## config.mk

```make
export PLATFORM = sky130hd
export DESIGN_NAME = cu_sequencer
export DESIGN_NICKNAME = d
export VERILOG_FILES = /design/src/rtl/cu_pkg.sv /design/src/rtl/cu_decode.sv /design/src/rtl/cu_sequencer.sv
export SDC_FILE = /design/constraint.sdc
export NUM_CORES = 1
export LEC_CHECK = 0
export CORE_MARGIN = 2
export CORE_UTILIZATION = 35
export CTS_BUF_LIST = sky130_fd_sc_hd__clkbuf_4 sky130_fd_sc_hd__clkbuf_8
export DETAILED_ROUTE_END_ITERATION = 10
export DONT_BUFFER_PORTS = 1
export REMOVE_ABC_BUFFERS = 1
export SLEW_MARGIN = 0
export SYNTH_ARGS = -nofsm -noshare
export SYNTH_HDL_FRONTEND = slang
export SYNTH_HIERARCHICAL = 1
export SYNTH_SLANG_ARGS = --single-unit
```

## constraint.sdc

```tcl
create_clock -name clock -period 4 [get_ports clock]
set_input_delay 0.8 -clock clock [delete_from_list [all_inputs] [get_ports clock]]
set_output_delay 0.8 -clock clock [all_outputs]
set_load 0.01 [all_outputs]
```

## src/rtl/cu_pkg.sv

```systemverilog
// ============================================================================
// cu_pkg : shared types and constants for the LEGv8 multicycle sequencer
// Revision: 1.0
// ============================================================================
`default_nettype none

package cu_pkg;

    localparam int CW_MIN = 37;

    typedef enum logic [3:0] {
        ST_FETCH   = 4'd0,
        ST_DECODE  = 4'd1,
        ST_EX_DP   = 4'd2,
        ST_EX_ADDR = 4'd3,
        ST_MEM     = 4'd4,
        ST_WB      = 4'd5,
        ST_BRANCH  = 4'd6,
        ST_TRAP    = 4'd14,
        ST_FAULT   = 4'd15
    } state_e;

    typedef enum logic [3:0] {
        CLS_ILL, CLS_R, CLS_I, CLS_LDUR, CLS_STUR,
        CLS_B, CLS_CBZ, CLS_CBNZ, CLS_BCOND
    } cls_e;

    localparam logic [4:0] FS_AND = 5'b00000;
    localparam logic [4:0] FS_ORR = 5'b00100;
    localparam logic [4:0] FS_ADD = 5'b01000;
    localparam logic [4:0] FS_SUB = 5'b01001;
    localparam logic [4:0] FS_EOR = 5'b01100;
    localparam logic [4:0] FS_S   = 5'b10000;

    localparam logic [10:0] OP_ADD   = 11'b10001011000;
    localparam logic [10:0] OP_ADDS  = 11'b10101011000;
    localparam logic [10:0] OP_SUB   = 11'b11001011000;
    localparam logic [10:0] OP_SUBS  = 11'b11101011000;
    localparam logic [10:0] OP_AND   = 11'b10001010000;
    localparam logic [10:0] OP_ANDS  = 11'b11101010000;
    localparam logic [10:0] OP_ORR   = 11'b10101010000;
    localparam logic [10:0] OP_EOR   = 11'b11001010000;
    localparam logic [10:0] OP_LDUR  = 11'b11111000010;
    localparam logic [10:0] OP_STUR  = 11'b11111000000;
    localparam logic [9:0]  OP_ADDI  = 10'b1001000100;
    localparam logic [9:0]  OP_ADDIS = 10'b1011000100;
    localparam logic [9:0]  OP_SUBI  = 10'b1101000100;
    localparam logic [9:0]  OP_SUBIS = 10'b1111000100;
    localparam logic [9:0]  OP_ANDI  = 10'b1001001000;
    localparam logic [9:0]  OP_ANDIS = 10'b1111001000;
    localparam logic [9:0]  OP_ORRI  = 10'b1011001000;
    localparam logic [9:0]  OP_EORI  = 10'b1101001000;
    localparam logic [7:0]  OP_CBZ   = 8'b10110100;
    localparam logic [7:0]  OP_CBNZ  = 8'b10110101;
    localparam logic [7:0]  OP_BCOND = 8'b01010100;
    localparam logic [5:0]  OP_B     = 6'b000101;

    // Field order is MSB first; total width equals CW_MIN.
    typedef struct packed {
        logic [3:0] rsvd;
        logic [3:0] cond;
        logic       addr_sel;
        logic       status_we;
        logic       pc_sel;
        logic       pc_inc;
        logic       k_sel;
        logic       mem_to_reg;
        logic       mem_rd;
        logic       mem_we;
        logic       rf_we;
        logic [4:0] sb;
        logic [4:0] sa;
        logic [4:0] da;
        logic [4:0] fs;
    } cw_t;

    // Odd condition codes invert their even partner; 4'hF behaves as always.
    function automatic logic cond_eval(input logic [3:0] cond, input logic [3:0] nzcv);
        logic n, z, c, v, r;
        {n, z, c, v} = nzcv;
        r = 1'b1;
        case (cond[3:1])
            3'd0:    r = z;
            3'd1:    r = c;
            3'd2:    r = n;
            3'd3:    r = v;
            3'd4:    r = c & ~z;
            3'd5:    r = (n == v);
            3'd6:    r = ~z & (n == v);
            default: r = 1'b1;
        endcase
        if (cond[0] && (cond != 4'hF)) r = ~r;
        return r;
    endfunction

endpackage

`default_nettype wire

```

## src/rtl/cu_decode.sv

```systemverilog
// ============================================================================
// cu_decode : combinational IR classifier, ALU function, immediate and branch outcome
// Revision: 1.0
// ============================================================================
`default_nettype none

module cu_decode
    import cu_pkg::*;
#(
    parameter int K_W = 64
) (
    input  logic [31:0]    ir_i,
    input  logic [3:0]     status_i,
    output cls_e           cls_o,
    output logic [4:0]     fs_o,
    output logic [K_W-1:0] k_o,
    output logic           taken_o
);

    always_comb begin
        cls_o   = CLS_ILL;
        fs_o    = FS_ADD;
        k_o     = '0;
        taken_o = 1'b0;
        if (ir_i[31:26] == OP_B) begin
            cls_o   = CLS_B;
            k_o     = {{(K_W-26){ir_i[25]}}, ir_i[25:0]};
            taken_o = 1'b1;
        end else if (ir_i[31:24] == OP_CBZ) begin
            cls_o   = CLS_CBZ;
            k_o     = {{(K_W-19){ir_i[23]}}, ir_i[23:5]};
            taken_o = status_i[2];
        end else if (ir_i[31:24] == OP_CBNZ) begin
            cls_o   = CLS_CBNZ;
            k_o     = {{(K_W-19){ir_i[23]}}, ir_i[23:5]};
            taken_o = ~status_i[2];
        end else if (ir_i[31:24] == OP_BCOND) begin
            cls_o   = CLS_BCOND;
            k_o     = {{(K_W-19){ir_i[23]}}, ir_i[23:5]};
            taken_o = cond_eval(ir_i[3:0], status_i);
        end else if (ir_i[31:21] == OP_LDUR || ir_i[31:21] == OP_STUR) begin
            cls_o = (ir_i[22]) ? CLS_LDUR : CLS_STUR;
            k_o   = {{(K_W-9){ir_i[20]}}, ir_i[20:12]};
        end else begin
            cls_o = CLS_R;
            case (ir_i[31:21])
                OP_ADD:  fs_o = FS_ADD;
                OP_ADDS: fs_o = FS_ADD | FS_S;
                OP_SUB:  fs_o = FS_SUB;
                OP_SUBS: fs_o = FS_SUB | FS_S;
                OP_AND:  fs_o = FS_AND;
                OP_ANDS: fs_o = FS_AND | FS_S;
                OP_ORR:  fs_o = FS_ORR;
                OP_EOR:  fs_o = FS_EOR;
                default: begin
                    // Not register-form: try the 10-bit immediate-form opcodes.
                    cls_o = CLS_I;
                    k_o   = {{(K_W-12){1'b0}}, ir_i[21:10]};
                    case (ir_i[31:22])
                        OP_ADDI:  fs_o = FS_ADD;
                        OP_ADDIS: fs_o = FS_ADD | FS_S;
                        OP_SUBI:  fs_o = FS_SUB;
                        OP_SUBIS: fs_o = FS_SUB | FS_S;
                        OP_ANDI:  fs_o = FS_AND;
                        OP_ANDIS: fs_o = FS_AND | FS_S;
                        OP_ORRI:  fs_o = FS_ORR;
                        OP_EORI:  fs_o = FS_EOR;
                        default: begin
                            cls_o = CLS_ILL;
                            k_o   = '0;
                        end
                    endcase
                end
            endcase
        end
    end

endmodule

`default_nettype wire

```

## src/rtl/cu_sequencer.sv

```systemverilog
// ============================================================================
// cu_sequencer : multicycle LEGv8 control sequencer with memory wait/timeout
// Revision: 1.0
// ============================================================================
`default_nettype none

module cu_sequencer
    import cu_pkg::*;
#(
    parameter int CW_W   = 37,
    parameter int K_W    = 64,
    parameter int MEM_TO = 15
) (
    input  logic            clock,
    input  logic            reset,
    input  logic [31:0]     IR,
    input  logic [3:0]      status,
    input  logic            mem_ready,
    output logic [CW_W-1:0] control_word,
    output logic [K_W-1:0]  k,
    output logic            mem_req,
    output logic            ir_load,
    output logic [3:0]      state,
    output logic            illegal,
    output logic            fault
);

    state_e         state_q, state_d;
    logic [7:0]     wait_q, wait_d;
    logic           illegal_q, illegal_d;
    logic           fault_q, fault_d;
    cls_e           w_cls;
    logic [4:0]     w_fs;
    logic [K_W-1:0] w_k;
    logic           w_taken;
    logic           w_k_en;
    logic           w_timeout;
    cw_t            w_cw;

    cu_decode #(.K_W(K_W)) u_decode (
        .ir_i     (IR),
        .status_i (status),
        .cls_o    (w_cls),
        .fs_o     (w_fs),
        .k_o      (w_k),
        .taken_o  (w_taken)
    );

    assign w_timeout = (wait_q == 8'(MEM_TO - 1));

    always_ff @(posedge clock) begin
        if (reset) begin
            state_q   <= ST_FETCH;
            wait_q    <= '0;
            illegal_q <= 1'b0;
            fault_q   <= 1'b0;
        end else begin
            state_q   <= state_d;
            wait_q    <= wait_d;
            illegal_q <= illegal_d;
            fault_q   <= fault_d;
        end
    end

    always_comb begin
        state_d   = state_q;
        wait_d    = '0;
        illegal_d = illegal_q;
        fault_d   = fault_q;
        w_cw      = '0;
        w_k_en    = 1'b0;
        mem_req   = 1'b0;
        ir_load   = 1'b0;
        case (state_q)
            ST_FETCH: begin
                mem_req     = 1'b1;
                w_cw.mem_rd = 1'b1;
                if (mem_ready) begin
                    ir_load     = 1'b1;
                    w_cw.pc_inc = 1'b1;
                    state_d     = ST_DECODE;
                end
            end
            ST_DECODE: begin
                case (w_cls)
                    CLS_R, CLS_I:                        state_d = ST_EX_DP;
                    CLS_LDUR, CLS_STUR:                  state_d = ST_EX_ADDR;
                    CLS_B, CLS_CBZ, CLS_CBNZ, CLS_BCOND: state_d = ST_BRANCH;
                    default: begin
                        state_d   = ST_TRAP;
                        illegal_d = 1'b1;
                    end
                endcase
            end
            ST_EX_DP: begin
                w_k_en         = 1'b1;
                w_cw.fs        = w_fs;
                w_cw.status_we = w_fs[4];
                w_cw.rf_we     = 1'b1;
                w_cw.da        = IR[4:0];
                w_cw.sa        = IR[9:5];
                if (w_cls == CLS_R) w_cw.sb = IR[20:16];
                else                w_cw.k_sel = 1'b1;
                state_d = ST_FETCH;
            end
            ST_EX_ADDR, ST_MEM: begin
                w_k_en     = 1'b1;
                w_cw.fs    = FS_ADD;
                w_cw.sa    = IR[9:5];
                w_cw.k_sel = 1'b1;
                if (state_q == ST_EX_ADDR) begin
                    state_d = ST_MEM;
                end else begin
                    mem_req       = 1'b1;
                    w_cw.addr_sel = 1'b1;
                    if (w_cls == CLS_STUR) begin
                        w_cw.mem_we = 1'b1;
                        w_cw.sb     = IR[4:0];
                    end else begin
                        w_cw.mem_rd = 1'b1;
                    end
                    if (mem_ready) state_d = (w_cls == CLS_STUR) ? ST_FETCH : ST_WB;
                end
            end
            ST_WB: begin
                w_k_en          = 1'b1;
                w_cw.rf_we      = 1'b1;
                w_cw.da         = IR[4:0];
                w_cw.mem_to_reg = 1'b1;
                state_d         = ST_FETCH;
            end
            ST_BRANCH: begin
                w_k_en      = 1'b1;
                w_cw.pc_sel = w_taken;
                // CBZ/CBNZ route Rt through the ALU so the datapath Z reflects it.
                if (w_cls == CLS_CBZ || w_cls == CLS_CBNZ) begin
                    w_cw.fs = FS_ORR;
                    w_cw.sa = 5'd31;
                    w_cw.sb = IR[4:0];
                end else if (w_cls == CLS_BCOND) begin
                    w_cw.cond = IR[3:0];
                end
                state_d = ST_FETCH;
            end
            ST_TRAP, ST_FAULT: ;
            default: state_d = ST_FETCH;
        endcase

        // Ready on the limit cycle wins over the timeout.
        if (mem_req && !mem_ready) begin
            if (w_timeout) begin
                state_d = ST_FAULT;
                fault_d = 1'b1;
            end else begin
                wait_d = wait_q + 8'd1;
            end
        end

        // Suppress every strobe while reset is asserted so no write escapes mid-instruction.
        if (reset) begin
            w_cw    = '0;
            w_k_en  = 1'b0;
            mem_req = 1'b0;
            ir_load = 1'b0;
        end
    end

    generate
        if (CW_W > CW_MIN) begin : g_cw_pad
            assign control_word = {{(CW_W-CW_MIN){1'b0}}, w_cw};
        end else begin : g_cw_exact
            assign control_word = w_cw;
        end
    endgenerate

    assign k       = w_k_en ? w_k : '0;
    assign state   = state_q;
    assign illegal = illegal_q;
    assign fault   = fault_q;

endmodule

`default_nettype wire

```

# [Word-level counts from Yosys, hierarchy flattened]
# Index checks and enable logic that the tools add are counted.
[totals] reg_bits=14 in_bits=39 out_inout_bits=109 elab_cells=151
[classes] addsub=1 n_eq_ne=47 mux=73 n_bitwise=6 n_reduce_logical=20
[ops] operator="2-to-1 mux 64 bit" count=7
[ops] operator="== test 11 bit, second input constant" count=10
[ops] operator="== test 10 bit, second input constant" count=8
[ops] operator="2-to-1 mux 4 bit" count=14
[ops] operator="2-to-1 mux 5 bit" count=9
[ops] operator="case mux 5 bit (8 select lines)" count=1
[ops] operator="case mux 5 bit (7 select lines)" count=1
[ops] operator="2-to-1 mux 33 bit" count=1
[ops] operator="case mux 10 bit (3 select lines)" count=1
[ops] operator="== test 4 x 3 -> 1 bit, second input constant" count=7
[ops] operator="2-to-1 mux 1 bit" count=25
[ops] operator="OR reduction 8 bit" count=3
[ops] operator="== test 4 x 2 -> 1 bit, second input constant" count=4
[ops] operator="== test 8 bit, second input constant" count=2
[ops] operator="case mux 4 bit (4 select lines)" count=1
[ops] operator="case mux 5 bit (3 select lines)" count=1
[ops] operator="== test 4 bit, second input constant" count=3
[ops] operator="2-to-1 mux 12 bit" count=1
[ops] operator="case mux 4 bit (3 select lines)" count=1
[ops] operator="2-to-1 mux 10 bit" count=1
[ops] operator="OR reduction 2 bit" count=5
[ops] operator="== test 3 bit, second input constant" count=3
[ops] operator="2-to-1 mux 3 bit" count=3
[ops] operator="adder 8 x 1 -> 8 bit, second input constant" count=1
[ops] operator="other kinds (22)" count=34

# [Longest topological paths before layout]
# Gate-level depths: netlist (run 1).
[depth] depth_word=16 depth_mapped=12

# [Hierarchy]
# Netlist (run 1), hierarchy kept.
[by_module_without_submodules] mod="cu_sequencer" instances=1 cells_each=224 area_per_inst_um2=1602.8 seq_area_each_um2=280.3
[by_module_without_submodules] mod="cu_decode" instances=1 cells_each=192 area_per_inst_um2=1199.9 seq_area_each_um2=0.0

# [Worst setup path after synthesis (run 1)]
# No wires, ideal clock.
[synth_path] path_kind="input port to output port" from="input port IR[31]" to="output port control_word[15]" arrival_time_ns=3.075 t_required_ns=3.200 slack_ns=0.125 cell_stages=8 cell_sequence="buf_2 nor4_1 clkbuf_1 a211o_1 or3b_4 a2111oi_4 a22oi_1 nor2_1"
[synth_via] word_cells_on_any_way=43 classes_between="eq/ne: 26; mux: 13; reduce/logical: 4"
[synth_lines] element="start: declaration" line_no="cu_sequencer.sv:16" source="input logic [31:0] IR,"
[synth_lines] element="== test 11 bit" line_no="cu_decode.sv:41" source="end else if (ir_i[31:21] == OP_LDUR || ir_i[31:21] == OP_STUR) begin"
[synth_lines] element="logical OR 1 bit" line_no="cu_decode.sv:41"
[synth_lines] element="2-to-1 mux 4 bit" line_no="cu_decode.sv:41"
[synth_lines] element="2-to-1 mux 4 bit" line_no="cu_decode.sv:37" source="end else if (ir_i[31:24] == OP_BCOND) begin"
[synth_lines] element="2-to-1 mux 4 bit" line_no="cu_decode.sv:33" source="end else if (ir_i[31:24] == OP_CBNZ) begin"
[synth_lines] element="2-to-1 mux 4 bit" line_no="cu_decode.sv:29" source="end else if (ir_i[31:24] == OP_CBZ) begin"
[synth_lines] element="2-to-1 mux 4 bit (*)" line_no="cu_decode.sv:25" source="if (ir_i[31:26] == OP_B) begin"
[synth_lines] element="named net w_cls[2]" line_no="cu_sequencer.sv:32" source="cls_e w_cls;"
[synth_lines] element="== test 4 x 3 -> 1 bit (on tied branches)" line_no="cu_sequencer.sv:116, cu_sequencer.sv:136"
[synth_lines] element="2-to-1 mux 5 bit or logical OR 1 bit (tied branches)" line_no="cu_sequencer.sv:116, cu_sequencer.sv:136"
[synth_lines] element="2-to-1 mux 5 bit or 2-to-1 mux 10 bit (tied branches)" line_no="cu_sequencer.sv:111, cu_sequencer.sv:136"
[synth_lines] element="case mux 10 bit (3 select lines) (*)" line_no="cu_sequencer.sv:74" source="case (state_q)"
[synth_lines] element="2-to-1 mux 33 bit (*)" line_no="cu_sequencer.sv:160" source="if (reset) begin"
[synth_lines] element="end: declaration" line_no="cu_sequencer.sv:19" source="output logic [CW_W-1:0] control_word,"
# The timed path passes the listed nets; every way through them passes the cells marked *.

# [Final worst setup path (run 1)]
[layout_path] from="input port IR[23]" to="output port control_word[17]"
[layout_via] word_cells_on_any_way=39 classes_between="eq/ne: 22; mux: 13; reduce/logical: 4"
[layout_lines] element="== test 11 bit" line_no="cu_decode.sv:41"
[layout_lines] element="logical OR 1 bit (*)" line_no="cu_decode.sv:41"
[layout_lines] element="2-to-1 mux 4 bit (*)" line_no="cu_decode.sv:41"
[layout_lines] element="2-to-1 mux 4 bit (*)" line_no="cu_decode.sv:37"
[layout_lines] element="2-to-1 mux 4 bit (*)" line_no="cu_decode.sv:33"
[layout_lines] element="2-to-1 mux 4 bit (*)" line_no="cu_decode.sv:29"
[layout_lines] element="2-to-1 mux 4 bit (*)" line_no="cu_decode.sv:25"
[layout_lines] element="named net w_cls[2]" line_no="cu_sequencer.sv:32"
[layout_lines] element="== test 4 x 3 -> 1 bit (on tied branches)" line_no="cu_sequencer.sv:116, cu_sequencer.sv:136"
[layout_lines] element="2-to-1 mux 5 bit or logical OR 1 bit (tied branches)" line_no="cu_sequencer.sv:116, cu_sequencer.sv:136"
[layout_lines] element="2-to-1 mux 5 bit or 2-to-1 mux 10 bit (tied branches)" line_no="cu_sequencer.sv:111, cu_sequencer.sv:136"
[layout_lines] element="case mux 10 bit (3 select lines) (*)" line_no="cu_sequencer.sv:74"
[layout_lines] element="2-to-1 mux 33 bit (*)" line_no="cu_sequencer.sv:160"
# Marks and branches as above.

==> results_dict.tcl, run 1 <==
set metrics [dict create \
    worst_slew_pin_slew_ns 0.972 \
    cp_slowest_cell "a2111oi_4" \
    syn_inst 416 \
    max_freq_ghz 0.266 \
    core_region_area_mm2 0.00773 \
    drt_drc_violations_left 0 \
    grt_use_total_pct 15.4 \
    design.portCount 148 \
    numPlacedInstances 451 \
    synth-warning-count 6 \
    drt-wirelength-per-cell_um 16.5 \
    highest_layer "met4" \
    place.detailed.hpwl_um 5850 \
    cts_resized 0 \
    max-slew-margin-rel_pct 34.6 \
    hold_path.class "register to register" \
    crit_path_cell_trace "nor4b_1 > and3_1 > a211o_1 > or3b_4 > a2111oi_4 > a22oi_1 > nor2_1" \
    finalCoreUtilization_pct 33.0 \
    clock_latency_ns 0.24 \
    rsz_0062_raised_after_global_routing "false" \
    layout_common_cells "and2_1 (78), nor2_1 (40), nand2_1 (32)" \
    vias 2578 \
    start_util_pct 36.3 \
    layout_commonest_cell "and2_1" \
    avg_vias_per_cell 5.67 \
    max-vdd-ir-drop_uv 199 \
    critical_path_buf_inv_count 0 \
    wl_met3_um 752 \
    power_density_relative_to_cell_area_mw_per_mm2 153 \
    antennaDiodeCount 0 \
    hold_buffers_post_cts 0 \
    crit_required_ns 3.20 \
    status "finished, final reports clean" \
    worst_setup_hold_path_clk_slew_ns 0.05 \
    cp_slowest_stage_delay_ns 0.45 \
    synthArstFlopShare_pct 0 \
    worst_ep_arrival_time_ns 2.96 \
    synth-edff-count 0 \
    port_buffers 0 \
    grt_antenna_before_repair 0 \
    timing.hold.ws_ns 0.467 \
    power.static_leakage_nw 1.01 \
    post_route_cells_drive_above_1_share_pct 6.80 \
    drt-pass1-iter-count 4 \
    totalWireLength_um 7520 \
    cts_setup_buffers 0 \
    die_y_um 93.5 \
    instances_no_fill 455 \
    met1_length_um 3140 \
    cts_max_path_bufs 2 \
    synth_flop_cell "dfxtp_1" \
    setup.worst_path.class "input pin to primary output" \
    ys_seq_area_share_pct 10.0 \
    critPathCaptureType "primary output" \
    fin_area_mm2 0.00255 \
    cp_max_fo 8 \
    cpLargestDelayFamily "simple AND/OR/NAND/NOR gates" \
    first_global_vias 2103 \
    detailedRoute.firstIterationViolations 138 \
    wire_length_of_the_first_global_routing_pass_um 11000 \
    die_w_um 93.5 \
    cts_made_buffers 3 \
    timing.final.crit_period_ns 3.76 \
    grt_start_max_net_pins 46 \
    globalplace.congestion 0.909 \
    syn2layout_area_growth_pct -8.97 \
    setup_viol 0 \
    period_share_pct 93.9 \
    synthesis.area_mm2 0.00280 \
    startpoint_type "input pin" \
    tritoncts "done" \
    ctsRootBufferMaster "clkbuf_8" \
    die_area_mm2 0.00874 \
    overflow 0 \
    place_area_mm2 0.00250 \
    placement_rows 32 \
    htree_levels 1 \
    report.final.slew_viol_count 0 \
    post_synth_num_cell_types 62 \
    met2_wirelength_um 3510 \
    maxCapViolCount 0 \
    finalClockSkew_ns 0.00421 \
    num-nets-final 395 \
    ant_nets 0 \
    hold_viol_final 0 \
    numClockSinks 14 \
    ys_seq_elements 14 \
    per_instance_average_area_after_synthesis_um2 6.74 \
]
-- stage by stage --
step           power (mW)  setup TNS, ns  setup WS [ns]
2_1_floorplan       0.234         -0.753         -0.151
3_3_place_gp        0.256              0          0.356
3_5_place_dp        0.258              0          0.271
4_1_cts             0.397              0          0.258
5_1_grt             0.415              0         0.0551
6_report            0.391              0          0.245
-- final timing paths --
| check | start | to | cells past startpoint | slack [ns] |
|---|---|---|---|---|
| worst max-delay path | IR[23] | control_word[17] | 7 | 0.24 |
| worst min-delay path | wait_q[0]$_SDFF_PP0_ | wait_q[0]$_SDFF_PP0_ | 1 | 0.47 |
| worst max register to register | state[0]$_SDFF_PP0_ | state[2]$_SDFF_PP0_ | 4 | 2.10 |
| worst min register to register | wait_q[0]$_SDFF_PP0_ | wait_q[0]$_SDFF_PP0_ | 1 | 0.47 |
-- cells by family after synthesis --
logic type      after synthesis  share of synthesized area, %
simple gates                204                          41.7
compound gates               93                          22.6
buf+inv                      85                          19.4
flops                        14                          10.0
xor+xnor                     13                          4.06
mux                           3                          1.07
fa+ha+maj                     2                         0.893
other cells                   2                         0.268
-- synthesized netlist by cell type (2+ instances only) --
library cell | number | area share (%)
a21o_1 | 8 | 2.1
a21oi_1 | 28 | 5.0
a22o_1 | 2 | 0.63
a22oi_1 | 18 | 4.8
a31oi_1 | 3 | 0.67
and2_1 | 78 | 17
and3_1 | 7 | 1.6
and4b_1 | 2 | 0.71
buf_2 | 12 | 2.1
buf_4 | 47 | 13
buf_6 | 4 | 1.6
clkbuf_1 | 12 | 1.6
clkbuf_2 | 2 | 0.36
conb_1 | 2 | 0.27
dfxtp_1 | 14 | 10
ha_1 | 2 | 0.89
inv_1 | 8 | 1.1
mux2i_1 | 3 | 1.1
nand2_1 | 32 | 4.3
nand2b_1 | 3 | 0.67
nand3b_1 | 3 | 0.80
nand4_1 | 2 | 0.45
nor2_1 | 40 | 5.4
nor2b_1 | 4 | 0.89
nor3_1 | 5 | 0.89
nor4_1 | 5 | 1.1
nor4b_1 | 4 | 1.2
o21ai_0 | 11 | 2.0
o22ai_1 | 8 | 1.8
or3_1 | 3 | 0.67
or4_1 | 2 | 0.54
xnor2_1 | 3 | 0.94
xor2_1 | 10 | 3.1
-- report_power, final --
part,switching (mW),total [mW],internal [mW],leakage [nW]
clock network,0.0488,0.136,0.0871,0.0288
registers,0.0158,0.160,0.144,0.114
logic,0.0591,0.0945,0.0353,0.865
-- routing by layer --
metal | vias to the layer above | track usage [%]
met5 | - | 0
met4 | 0 | 3.43
met3 | 9 | 3.95
met2 | 132 | 25.7
met1 | 1183 | 20.0
li1 | 1254 | -
-- layout make-up --
type                       count  area [µm²]
multi-input combinational    320        2010
sequential                    14         280
inverter                       8        30.0
clock buffer                   4        55.1
tap                          102         128
fill                         838        5180
timing repair buffer           7        52.6
-- flip-flops by register name, indices dropped and copies added, names as in the netlist --
register	flops
state	4
illegal	1
wait_q	8
fault	1
(Power assumes the default switching activity.)
==> run 2: changes to the inputs <==
--- a/config.mk
+++ b/config.mk
@@ -5,6 +5,7 @@
 export SDC_FILE = /design/constraint.sdc
 export NUM_CORES = 1
 export LEC_CHECK = 0
+export ABC_CLOCK_PERIOD_IN_PS = 4000
 export CORE_MARGIN = 2
 export CORE_UTILIZATION = 35
 export CTS_BUF_LIST = sky130_fd_sc_hd__clkbuf_4 sky130_fd_sc_hd__clkbuf_8
@@ -16,3 +17,4 @@
 export SYNTH_HDL_FRONTEND = slang
 export SYNTH_HIERARCHICAL = 1
 export SYNTH_SLANG_ARGS = --single-unit
+export TNS_END_PERCENT = 20
==> results of run 2 <==
Same layout as run 1: the final DEF is identical, and so are final timing and power.
==> run 3: changes to the inputs <==
--- a/config.mk
+++ b/config.mk
@@ -7,10 +7,10 @@
 export LEC_CHECK = 0
 export ABC_CLOCK_PERIOD_IN_PS = 4000
 export CORE_MARGIN = 2
-export CORE_UTILIZATION = 35
+export CORE_UTILIZATION = 36
 export CTS_BUF_LIST = sky130_fd_sc_hd__clkbuf_4 sky130_fd_sc_hd__clkbuf_8
 export DETAILED_ROUTE_END_ITERATION = 10
-export DONT_BUFFER_PORTS = 1
+export PLACE_DENSITY = 0.74
 export REMOVE_ABC_BUFFERS = 1
 export SLEW_MARGIN = 0
 export SYNTH_ARGS = -nofsm -noshare
==> run 3 against run 2 <==
Via count rose by 30%. Combinational power rose by 120%. Non-clock buffer count rose by 188. Utilization rose by 24 points. Routed wire length rose by 25%. Register-to-register slack improved by 0.04 ns. Hold slack got worse by 0.010 ns. Flip-flop and latch count did not move. Clock power rose by 3%. Die area fell by 2.7%.
==> results_dict.tcl, run 3 (synthesis gave the netlist of run 1 again) <==
set metrics [dict create \
    power.total_mw 0.509 \
    timing.final.crit_period_ns 3.93 \
    worst_setup_hold_path_clk_slew_ns 0.06 \
    totalWireLength_um 9380 \
    detailedRoute.firstIterationViolations 276 \
    hold_viol_final 0 \
    setup.worst_path.class "input pin to primary output" \
    placement_rows 32 \
    post_route_cells_drive_above_1_share_pct 17.6 \
    overflow 0 \
    tritoncts "done" \
    first_global_vias 3027 \
    worst_ep_arrival_time_ns 3.13 \
    finalClockSkew_ns 0.00828 \
    grt_use_met2_pct 37.7 \
    numClockSinks 14 \
    avg_vias_per_cell 5.19 \
    cp_max_fo 5 \
    globalplace.congestion 0.942 \
    ctsRootBufferMaster "clkbuf_8" \
    vias 3340 \
    clock_latency_ns 0.25 \
    instances_no_fill 643 \
    critical_path.most_common_cell "buf_4" \
    design.portCount 148 \
    worstReg2RegEnd "state[2]$_SDFF_PP0_" \
    cts_made_buffers 3 \
    reg2reg_slack_ns 2.14 \
    cp_slowest_stage_delay_ns 0.56 \
    max_freq_ghz 0.255 \
    grt_use_total_pct 20.7 \
    drt-wirelength-per-cell_um 14.6 \
    max-vdd-ir-drop_uv 173 \
    hold_path.class "register to register" \
    die_area_mm2 0.00851 \
    htree_levels 1 \
    layout_commonest_cell "clkdlybuf4s50_1" \
    antennaDiodeCount 0 \
    power.static_leakage_nw 1.82 \
    flip_flop_count_of_the_largest_register_after_layout 8 \
    drt-pass1-iter-count 5 \
    max-slew-margin-rel_pct 55.6 \
    status "finished, final reports clean" \
    crit_required_ns 3.20 \
    crit_path_cell_trace "clkbuf_2 > and4b_1 > and3_4 > a211o_1 > buf_4 > or4b_4 > nor4_4 > buf_4 > buf_4 > a22oi_1 > nor2_1 > buf_2" \
    crit_path_end "control_word[15]" \
    ant_nets 0 \
    cts_max_path_bufs 2 \
    critPathCaptureType "primary output" \
    start_util_pct 36.6 \
    critical_path_origin "IR[25]" \
    max_flop_register "wait_q" \
    layout_common_cells "clkdlybuf4s50_1 (119), and2_1 (78), buf_4 (49)" \
    timing.hold.ws_ns 0.457 \
    setup_viol 0 \
    period_share_pct 98.1 \
    power_density_relative_to_cell_area_mw_per_mm2 117 \
    die_w_um 92.2 \
    num-nets-final 583 \
    maxCapViolCount 0 \
    startpoint_type "input pin" \
    use_met1_pct 24.6 \
    numPlacedInstances 627 \
    drt_drc_violations_left 0 \
    cp_slowest_cell "or4b_4" \
    core_region_area_mm2 0.00765 \
    worst-r2r-cell-count 4 \
    grt_start_max_net_pins 65 \
    place.detailed.hpwl_um 7240 \
    gr-max-usage-layer "met2" \
    report.final.slew_viol_count 0 \
    wire_length_of_the_first_global_routing_pass_um 14700 \
    port_buffers 142 \
    groute.layer.met3.usage_pct 3.04 \
    die_y_um 92.2 \
    worst_slew_pin_slew_ns 0.660 \
    crit-reg2reg-launch "state[0]$_SDFF_PP0_" \
    grt_antenna_before_repair 0 \
    syn2layout_area_growth_pct 55.1 \
    total_negative_slack_for_setup_checks_ns 0 \
]
## run 3: cell types whose count changed in the layout (fill, tap and decap cells not counted), moves of 3 or more
cell,delta
buf_4,+42
clkbuf_2,+7
nand2_1,-3
buf_2,+7
buf_12,+3
clkdlybuf4s50_1,+119
nand2_2,+3
dlygate4sd2_1,+8
## run 3: cell type report
| cell class | instances | area, µm² |
|---|---|---|
| Tap cell | 102 | 128 |
| Inverter | 8 | 30.0 |
| Clock buffer | 4 | 55.1 |
| Sequential cell | 14 | 280 |
| Timing Repair Buffer | 195 | 1780 |
| Multi-Input combinational cell | 320 | 2070 |
| Fill cell | 698 | 3300 |
## run 3: power by group
| part | switching [mW] | internal (mW) | leakage [nW] |
|---|---|---|---|
| Clock | 0.0526 | 0.0872 | 0.0288 |
| Sequential | 0.0137 | 0.144 | 0.114 |
| Combinational | 0.106 | 0.104 | 1.68 |
| Total | 0.173 | 0.336 | 1.82 |
## run 3: repair_timing
action,in CTS,in global routing
hold endpoints to repair,0,0
gates resized for setup,51,24
pin swaps,6,11
hold buffers,0,0
setup buffers,10,2
endpoints found under the setup margin,83,66
## run 3: worst min path at each step
stage                              start              endpoint  slack (ns)  cells past startpoint
floorplan           wait_q[0]$_SDFF_PP0_  wait_q[0]$_SDFF_PP0_        0.44                      1
finish              illegal$_SDFFE_PP0P_  illegal$_SDFFE_PP0P_        0.46                      2
CTS                 illegal$_SDFFE_PP0P_  illegal$_SDFFE_PP0P_        0.46                      2
global route        illegal$_SDFFE_PP0P_  illegal$_SDFFE_PP0P_        0.46                      2
global placement    illegal$_SDFFE_PP0P_  illegal$_SDFFE_PP0P_        0.44                      2
detailed placement  illegal$_SDFFE_PP0P_  illegal$_SDFFE_PP0P_        0.44                      2
## run 3: critical path, delay by kind of cell
kind	cells	cell delay, ns
buffers and inverters	5	0.69
AOI/OAI and AO/OA	2	0.38
and+or+nand+nor	5	1.25
## run 3: metal layers
layer / wire, µm / share of wire [%] / up-vias
li1: - / - / 1630
met1: 3720 / 40 / 1510
met2: 4680 / 50 / 171
met3: 745 / 7.9 / 29
met4: 235 / 2.5 / 0
met5: 0 / 0 / -
## run 3: stage by stage
stage          worst slack (ns)  utilization [%]  cell area, µm²
2_1_floorplan            -0.151                -            2300
3_3_place_gp             -0.526             55.1            4210
3_5_place_dp             -0.610             55.1            4210
4_1_cts                 -0.0161             56.7            4340
5_1_grt                -0.00480             56.8            4350
6_report                 0.0742             56.8            4350
